--- src/rtl/freq_pkg.sv ---
// Shared types and constants for the frequency display: FSM states,
// active-low seven-segment codes and the digit count.
package freq_pkg;

  typedef enum logic [1:0] {
    IDLE  = 2'd0,
    SHIFT = 2'd1,
    LOAD  = 2'd2
  } state_t;

  localparam int NUM_DIGITS = 8;
  localparam int BIN_W      = 20;
  localparam int BCD_W      = 28;

  // Bit order is {g,f,e,d,c,b,a}; a segment is lit when its bit is 0.
  localparam logic [6:0] SEG_BLANK = 7'b1111111;
  localparam logic [6:0] SEG_CODE [10] = '{
    7'b1000000, 7'b1111001, 7'b0100100, 7'b0110000, 7'b0011001,
    7'b0010010, 7'b0000010, 7'b1111000, 7'b0000000, 7'b0010000
  };

  function automatic logic [6:0] seg_encode(input logic [3:0] d);
    return (d > 4'd9) ? SEG_BLANK : SEG_CODE[d];
  endfunction

endpackage

--- src/rtl/bin2bcd_seq.sv ---
// Sequential double-dabble converter: 20-bit binary to seven BCD nibbles,
// one shift per clock, result presented during the single LOAD clock.
module bin2bcd_seq
  import freq_pkg::*;
(
  input  logic             clock,
  input  logic             reset,   // asynchronous, active low
  input  logic             start,
  input  logic [BIN_W-1:0] bin,
  output logic [BCD_W-1:0] bcd,
  output logic             busy,
  output logic             done
);

  // Handshake: start is sampled only in IDLE and captures bin on that edge;
  // busy is high from the next clock until done, which pulses for one clock
  // while bcd holds the finished result.
  state_t      state_q, state_d;
  logic [47:0] sr_q, sr_d;
  logic [4:0]  cnt_q, cnt_d;
  logic [27:0] adj;

  always_comb begin
    adj = '0;
    for (int i = 0; i < 7; i++) begin
      adj[4*i +: 4] = (sr_q[BIN_W+4*i +: 4] >= 4'd5) ? sr_q[BIN_W+4*i +: 4] + 4'd3
                                                     : sr_q[BIN_W+4*i +: 4];
    end
  end

  always_comb begin
    state_d = state_q;
    sr_d    = sr_q;
    cnt_d   = cnt_q;
    case (state_q)
      IDLE: begin
        if (start) begin
          state_d = SHIFT;
          sr_d    = {28'b0, bin};
          cnt_d   = '0;
        end
      end
      SHIFT: begin
        sr_d  = {adj, sr_q[BIN_W-1:0]} << 1;
        cnt_d = cnt_q + 5'd1;
        if (cnt_q == 5'd19) state_d = LOAD;
      end
      LOAD:    state_d = IDLE;
      default: state_d = IDLE;
    endcase
  end

  always_ff @(posedge clock or negedge reset) begin
    if (!reset) begin
      state_q <= IDLE;
      sr_q    <= '0;
      cnt_q   <= '0;
    end else begin
      state_q <= state_d;
      sr_q    <= sr_d;
      cnt_q   <= cnt_d;
    end
  end

  assign bcd  = sr_q[47:BIN_W];
  assign busy = (state_q != IDLE);
  assign done = (state_q == LOAD);

endmodule

--- src/rtl/freq_display.sv ---
// Eight-digit multiplexed display of a 20-bit frequency: change detection,
// BCD conversion, atomic digit update, leading-zero blanking and scanning.
module freq_display
  import freq_pkg::*;
#(
  parameter int REFRESH_BITS = 17
) (
  input  logic                  CLK100MHZ,
  input  logic                  CPU_RESETN,
  input  logic [BIN_W-1:0]      frequency,
  output logic [NUM_DIGITS-1:0] AN,
  output logic [6:0]            SEG,
  output logic                  DP,
  output logic                  busy
);

  localparam int SCAN_W = REFRESH_BITS + 3;

  logic [BIN_W-1:0]      freq_q, freq_d;
  logic                  pending_q, pending_d;
  logic [BCD_W-1:0]      digits_q, digits_d;
  logic [SCAN_W-1:0]     scan_q, scan_d;
  logic [NUM_DIGITS-1:0] an_q, an_d;
  logic [6:0]            seg_q, seg_d;

  logic             changed, conv_start, conv_busy, conv_done;
  logic [BCD_W-1:0] conv_bcd;
  logic [2:0]       sel;
  logic [31:0]      digits_ext;
  logic [NUM_DIGITS-1:0] show;
  logic             lead;
  logic [3:0]       nib;

  assign changed    = (frequency != freq_q);
  assign conv_start = changed | pending_q;

  bin2bcd_seq u_conv (
    .clock (CLK100MHZ),
    .reset (CPU_RESETN),
    .start (conv_start),
    .bin   (frequency),
    .bcd   (conv_bcd),
    .busy  (conv_busy),
    .done  (conv_done)
  );

  // A change seen mid-conversion is remembered; the flag drops once the
  // converter is back in IDLE, where conv_start is always accepted.
  always_comb begin
    freq_d    = frequency;
    pending_d = conv_busy & (pending_q | changed);
    digits_d  = conv_done ? conv_bcd : digits_q;
    scan_d    = scan_q + 1'b1;
  end

  assign sel = scan_q[SCAN_W-1 -: 3];

  // Walk from the top digit down; a digit is shown once any digit at or
  // above it is nonzero, and digit 0 is always shown.
  always_comb begin
    digits_ext = {4'h0, digits_q};
    lead       = 1'b1;
    show       = '0;
    for (int i = NUM_DIGITS - 2; i >= 0; i--) begin
      if (digits_ext[4*i +: 4] != 4'd0) lead = 1'b0;
      show[i] = ~lead | (i == 0);
    end
    nib   = digits_ext[4*sel +: 4];
    an_d  = ~(8'b1 << sel);
    seg_d = show[sel] ? seg_encode(nib) : SEG_BLANK;
  end

  always_ff @(posedge CLK100MHZ or negedge CPU_RESETN) begin
    if (!CPU_RESETN) begin
      freq_q    <= '0;
      pending_q <= 1'b0;
      digits_q  <= '0;
      scan_q    <= '0;
      an_q      <= '1;
      seg_q     <= SEG_BLANK;
    end else begin
      freq_q    <= freq_d;
      pending_q <= pending_d;
      digits_q  <= digits_d;
      scan_q    <= scan_d;
      an_q      <= an_d;
      seg_q     <= seg_d;
    end
  end

  assign AN   = an_q;
  assign SEG  = seg_q;
  assign DP   = 1'b1;
  assign busy = conv_busy;

endmodule

--- config.mk ---
export PLATFORM = sky130hd
export DESIGN_NAME = freq_display
export DESIGN_NICKNAME = d
export VERILOG_FILES = /design/src/rtl/freq_pkg.sv /design/src/rtl/bin2bcd_seq.sv /design/src/rtl/freq_display.sv
export SDC_FILE = /design/constraint.sdc
export NUM_CORES = 1
export LEC_CHECK = 0
export BUFFER_PORTS_ARGS = -buffer_cell sky130_fd_sc_hd__buf_2
export CAP_MARGIN = 5
export CORE_ASPECT_RATIO = 0.5
export CORE_MARGIN = 2
export CORE_UTILIZATION = 35
export DETAILED_ROUTE_END_ITERATION = 10
export GPL_ROUTABILITY_DRIVEN = 0
export PLACE_DENSITY = 0.57
export SKIP_LAST_GASP = 1
export SLEW_MARGIN = 20
export SYNTH_ARGS = -nofsm -noshare
export SYNTH_HDL_FRONTEND = slang
export SYNTH_SLANG_ARGS = --single-unit
--- constraint.sdc ---
create_clock -name CLK100MHZ -period 2.1 [get_ports CLK100MHZ]
set_input_delay 0 -clock CLK100MHZ [delete_from_list [all_inputs] [get_ports CLK100MHZ]]
set_output_delay 0 -clock CLK100MHZ [all_outputs]
set_load 0.05 [all_outputs]
==> out/qor.yml, run 1 <==
critical_path:
  crit_type: "reg -> reg"
  required_ns: 2.40
  slowest_stage: "dfrtp_1"
  r2r_setup_slack_ns: 0.09
  max_stage_delay_ns: 0.37
  worstPathCellList: "xor2_1 > nor4_1 > nand4_1 > o31a_2 > buf_12 > mux2_4"
  ff2ff_path_depth: 6
  end_kind: "flip-flop"
  path_buf_inv: 1
  cp_top_family: "simple AND/OR/NAND/NOR gates"
  r2r-start: "freq_q[10]"
  reg2reg_to: "u_conv.sr_q[17]"
  arrival_ns: 2.31
  start_kind: "flip-flop"
  cp_max_fo: 30
global_routing:
  grt_usage_pct: 14.60
  antenna_found_initial: 0
  grt-ovfl-total: 0
  grt_pass1_vias: 4394
  grt_max_degree: 50
  grt_pass1_wl_mm: 22.72
timing:
  drv_slew: 0
  clock.fmax_mhz: 497.2
  finalHoldViolCount: 0
  whs_ns: 0.08513
  tns_ns: 0
  finClkSkew_ns: 0.009245
  rsz0062_at_grt: "false"
  finalSetupViolations: 0
  min_period_ns: 2.011
  timing.final.crit_share_pct: 95.78
logic_synthesis:
  async_flop_share_pct: 100.0
  yosys_register_bits: 139
  synth_area_mm2: 0.006510
  syn_inst: 555
  synthDistinctLibCells: 55
  yosysTopAreaCell: "dfrtp_1"
  synth_fp_nets: 598
  synth_edf_count: 0
  netlist.area_leader.share_pct: 47.66
  yosysWarnings: 0
  synth_area_leaders: "dfrtp_1 48%, dfstp_2 6.1%, mux2_2 5.4%"
  ys_seq_area_share_pct: 53.72
  syn_avg_cell_area_um2: 11.73
  synth_flop_cell: "dfrtp_1"
floorplan:
  die_area_mm2: 0.01977
  rows: 35
  core-area_mm2: 0.01831
  die_x_um: 196.9
  pin_count: 39
  start_util_pct: 35.56
  die_h_um: 100.4
run:
  timing.max_cap.violations: 0
power_and_ir_drop:
  p_leak_nw: 3.612
  powerDensity_mw_per_mm2: 1290
  peakVddDrop_mv: 0.6193
finish:
  layout-drive-gt1-share_pct: 26.32
  syn_to_final_growth_pct: 22.70
  n_antenna_cell: 0
  multi_input_area_mm2: 0.002808
  fillers: 1731
  fin_util_pct: 43.64
  final_area_mm2: 0.007988
  final_nets: 676
  seq_area_mm2: 0.003500
placement:
  io_buffers: 37
  placed_area_mm2: 0.007112
  dp_hpwl_mm: 8.950
clock_network:
  tritoncts: "built"
  cts_buffers: 17
  clk_path_buf_depth: 2
  cts.sinks: 139
  clock_latency_ns: 0.42
  clkTransAtPathRegs_ns: 0.06
  root_buffer: "clkbuf_16"
  cts_max_level: 4
run_status:
  outcome: "finished, final reports clean"
route:
  drtPass1Iterations: 5
  drtIter0Drc: 275
  dr_total_vias: 4293
  drc: 0
  vias_per_cell: 4.845
  totalWireLength_mm: 13.30
  wl_per_cell_um: 15.01
  postRouteAntennaNets: 0
min_path:
  hp-class: "in -> async"
==> logic make-up (layout without fill, tap and decap cells) <==
logic type	after synthesis	in the layout	synth area share [%]
compound gates	110	110	10.69
xor+xnor	50	50	6.727
fa+ha+maj	21	21	4.036
buf+inv	54	145	3.806
flops	139	139	53.72
mux	65	65	11.94
other cells	1	1	0.05760
simple gates	115	115	9.033
==> per-stage QoR <==
step	power [mW]	setup WS [ns]	instances
floorplan	6.420	0.02179	555
global placement	7.223	0.06224	830
detailed placement	7.308	0.04632	830
CTS	10.36	0.01696	883
global route	11.02	0.01006	886
finish	10.31	0.08863	886
==> area by class of cell <==
type	count	share of cell area, %
timing repair buffer	83	8.584
clock inverter	15	1.958
clock buffer	17	5.326
multi-input combinational	362	35.15
inverter	30	1.410
tap	240	3.759
sequential	139	43.81
==> where the power goes <==
group | switching [mW] | total, mW | internal (mW)
logic | 1.81 | 3.42 | 1.61
registers | 0.499 | 3.92 | 3.42
clock network | 1.29 | 2.96 | 1.68
total | 3.60 | 10.3 | 6.70
==> cells in the mapped netlist (4+ instances only) <==
| library cell | instances |
|---|---|
| nand3_1 | 9 |
| o22ai_1 | 8 |
| xor2_1 | 21 |
| xnor2_1 | 29 |
| nor2b_1 | 6 |
| nand2_1 | 41 |
| dfstp_2 | 15 |
| mux2_4 | 15 |
| nor2_1 | 9 |
| a21oi_1 | 12 |
| o21ai_0 | 46 |
| clkbuf_1 | 16 |
| dfrtp_1 | 124 |
| mux2i_1 | 18 |
| a31oi_1 | 9 |
| ha_1 | 21 |
| o32ai_1 | 5 |
| a22o_1 | 9 |
| nand4_1 | 8 |
| mux2_2 | 31 |
| inv_1 | 30 |
| nor4_1 | 16 |
| and3_1 | 4 |
| nand2b_1 | 9 |
==> routing by layer <==
metal	track usage (%)	up-vias	wire length (µm)	part of all wire, %
met2	21.04	61	5621	42
met5	0	-	0	0
met4	4.858	0	141	1.1
met3	3.663	14	487	3.7
li1	-	2124	-	-
met1	21.40	2094	7051	53
==> state kept, by name, indices dropped and copies added, names as in the netlist <==
name / count
digits_q: 28
pending_q: 1
u_conv.cnt_q: 5
u_conv.state_q: 2
SEG: 7
AN: 8
u_conv.sr_q: 48
scan_q: 20
freq_q: 20
==> timing repair <==
item | 4_1_cts | 5_1_grt
gates resized for setup | 0 | 17
hold endpoints to repair | 158 | 0
hold buffers | 21 | 0
endpoints found under the setup margin | 0 | 25
setup buffers | 0 | 2
==> worst max-delay path by stage <==
stage                     depth (start not counted)        from         endpoint
final                                             6  freq_q[10]  u_conv.sr_q[17]
after global routing                             10  scan_q[18]           SEG[4]
after CTS                                         6   freq_q[0]  u_conv.sr_q[17]
after detailed placement                          6   freq_q[0]  u_conv.sr_q[19]
after global placement                            6   freq_q[0]  u_conv.sr_q[14]
after floorplan                                   9  scan_q[17]           SEG[4]
==> cell usage in the layout, fill, tap and decap left out, drive strengths merged, types with 2 or more instances in the layout <==
master	instances
clkinv	5
a21oi	12
a31oi	9
nand2b	9
nor4	16
inv	38
buf	61
mux2i	18
dlygate4sd3	21
or2	2
dfrtp	124
clkbuf	18
o211ai	3
and4	2
ha	21
nand3	9
nor3	3
dfstp	15
mux2	46
o32ai	5
a21o	2
xor2	21
nor2b	6
o22ai	8
o21a	2
o21ai	46
nand4	8
and3	4
xnor2	29
a22oi	2
nor2	9
a22o	9
and2	2
nand2	41
o31ai	2
No activity file was read; power rests on OpenSTA's default activity.
==> inputs of run 2 (changes only) <==
Settings changed: SETUP_SLACK_MARGIN from default to 0.15.
==> run 2 against run 1 <==
Compared with the run above: final area up 4.4%; largest cell class unchanged; core utilization increased by 1.9 points; clock power increased by 10%; critical path type unchanged; non-clock buffer count increased by 15; clock-buffer cell count grew 3.
==> out/qor.yml, run 2 (same netlist as run 1, synthesis figures left out) <==
critical_path:
  ff2ff_path_depth: 8  # +2
  r2r-start: "freq_q[0]"
  reg2reg_to: "u_conv.sr_q[33]"
  end_kind: "flip-flop"
  crit_type: "reg -> reg"
  cp_max_fo: 24  # -20%
  r2r_setup_slack_ns: 0.08  # about the same
  required_ns: 2.44  # +0.04 ns
  start_kind: "flip-flop"
  arrival_ns: 2.36  # +0.05 ns
clock_network:
  root_buffer: "clkbuf_16"
  cts_buffers: 17  # unchanged
  cts.sinks: 139  # unchanged
  clkTransAtPathRegs_ns: 0.06  # about the same
  tritoncts: "built"
  clk_path_buf_depth: 2  # unchanged
  cts_max_level: 4  # unchanged
  clock_latency_ns: 0.42  # about the same
timing:
  drv_slew: 0  # unchanged
  rsz0062_at_grt: "true"
  finalHoldViolCount: 0  # unchanged
  tightest_slew_ns: 0.5818
  whs_ns: 0.1390  # +0.05386 ns
  finalSetupViolations: 0  # unchanged
  clock.fmax_mhz: 494.8  # -0.48%
  slew_headroom_pct: 61.21
  tns_ns: 0  # unchanged
  finClkSkew_ns: 0.008681  # -0.0005641 ns
  timing.final.crit_share_pct: 96.24  # +0.46 points
  min_period_ns: 2.021  # +0.009641 ns
global_routing:
  grt_pass1_wl_mm: 22.85  # +0.55%
  grt-ovfl-total: 0  # unchanged
  grt_max_degree: 62  # +24%
  antenna_found_initial: 0  # unchanged
  grt_usage_pct: 14.89  # +0.28 points
  grt_pass1_vias: 4385  # -0.20%
placement:
  io_buffers: 37  # unchanged
  dp_hpwl_mm: 9.192  # +2.7%
  place_inst: 835  # +0.60%
finish:
  regMostFlops: "u_conv.sr_q"
  mostFrequentLayoutCells: "122 x dfrtp_1, 40 x nand2_1, 36 x buf_2, 31 x mux2_2"
  syn_to_final_growth_pct: 28.12
  fillers: 1679  # -3.0%
  reg_top3: "u_conv.sr_q (48), digits_q (28)"
  multi_input_area_mm2: 0.002945  # +4.9%
  seq_area_mm2: 0.003500  # unchanged
  final_common_cell: "dfrtp_1"
  largest_reg_flops: 48  # unchanged
  layout-drive-gt1-share_pct: 31.16  # +4.8 points
  layout.cells.non_filler: 901  # +1.7%
  fin_util_pct: 45.56  # +1.9 points
  n_antenna_cell: 0  # unchanged
  final_nets: 691  # +2.2%
power_and_ir_drop:
  powerDensity_mw_per_mm2: 1308  # +1.3%
  p_leak_nw: 3.749  # +3.8%
  p_switching_mw: 3.605  # +0.13%
  clkPwrFrac_pct: 29.9  # +1.1 points
  p_sw_share_pct: 33.06  # -1.9 points
  peakVddDrop_mv: 0.6754  # +9.1%
  comb_power_share_pct: 33.9  # +0.7 points
  power.internal_mw: 7.300  # +8.9%
  p_seq_share_pct: 36.1  # -1.9 points
  power.total_mw: 10.91  # +5.8%
route:
  drtIter0Drc: 221  # -20%
  postRouteAntennaNets: 0  # unchanged
  wl_per_cell_um: 15.03  # about the same
  drc: 0  # unchanged
  top_layer: "met4"
  drt-met1-wl_mm: 7.006  # -0.64%
  drtPass1Iterations: 4  # -1
  vias_per_cell: 4.885  # +0.81%
  totalWireLength_mm: 13.54  # +1.8%
  route.met2.wl_mm: 5.909  # +5.1%
  dr_wl_met3_um: 447  # -8.2%
  dr_total_vias: 4401  # +2.5%
run_status:
  outcome: "finished, final reports clean"
run:
  timing.max_cap.violations: 0  # unchanged
floorplan:
  die_area_mm2: 0.01977  # unchanged
  start_util_pct: 35.56  # unchanged
  die_x_um: 196.9  # unchanged
  rows: 35  # unchanged
  die_h_um: 100.4  # unchanged
  pin_count: 39  # unchanged
  core-area_mm2: 0.01831  # unchanged
min_path:
  hp-class: "in -> async"
## run 2: cell types whose count changed in the layout (fill, tap and decap cells not counted), sizes merged
cell | before | now
clkbuf | 18 | 21
clkinvlp | 1 | 3
clkinv | 5 | 3
bufbuf | 0 | 1
bufinv | 1 | 4
inv | 38 | 32
buf | 61 | 75
## run 2: layer usage
metal	GRT usage, %	vias to the layer above
met3	3.427	16
met4	5.842	0
met1	21.22	2159
met2	22.04	74
met5	0	-
li1	-	2152
## run 2: worst max-delay path by stage
| stage | start | end | depth (start not counted) |
|---|---|---|---|
| 6_report | freq_q[0] | u_conv.sr_q[33] | 8 |
| 5_1_grt | freq_q[0] | u_conv.sr_q[40] | 8 |
| 4_1_cts | scan_q[17] | SEG[4] | 7 |
| 3_5_place_dp | scan_q[19] | SEG[4] | 7 |
| 3_3_place_gp | freq_q[16] | u_conv.sr_q[5] | 6 |
| 2_1_floorplan | freq_q[9] | u_conv.sr_q[10] | 7 |
## run 2: what timing repair did
item	in CTS	in global routing
cloned	1	2
hold buffers	21	0
pin swaps	3	12
endpoints found under the setup margin	50	61
buffers inserted	2	8
hold endpoints to repair	94	0
gates resized for setup	18	39
## run 2: power groups by stage
stage,clock [mW],combinational (mW),sequential (mW)
after floorplan,0,2.40,4.03
final,3.26,3.70,3.94
after CTS,3.34,3.46,3.94
after global placement,0,3.28,3.96
after detailed placement,0,3.33,3.97
after global routing,3.48,4.12,4.04
## run 2: layout make-up
| class | count | area share, % |
|---|---|---|
| flip-flops and latches | 139 | 41.96 |
| multi-input cells | 362 | 35.31 |
| repair buffers | 98 | 9.946 |
| clock buffers | 20 | 5.596 |
| well taps | 240 | 3.600 |
| clock inverters | 12 | 2.235 |
| inverters | 30 | 1.350 |
## run 2: critical path: stages, from the launching register on
cell and delay, ns:
dfrtp_1 0.37, xor2_1 0.14, nor4_1 0.28, buf_4 0.16
nand4_1 0.09, o31a_2 0.39, buf_12 0.17, buf_12 0.16
o22ai_1 0.16
## run 2: stage by stage
stage,cell area [µm²],worst slack (ns)
global route,8341,-0.03624
finish,8341,0.07899
floorplan,6539,0.1558
global placement,7147,0.1139
CTS,8103,0.09503
detailed placement,7147,0.06409
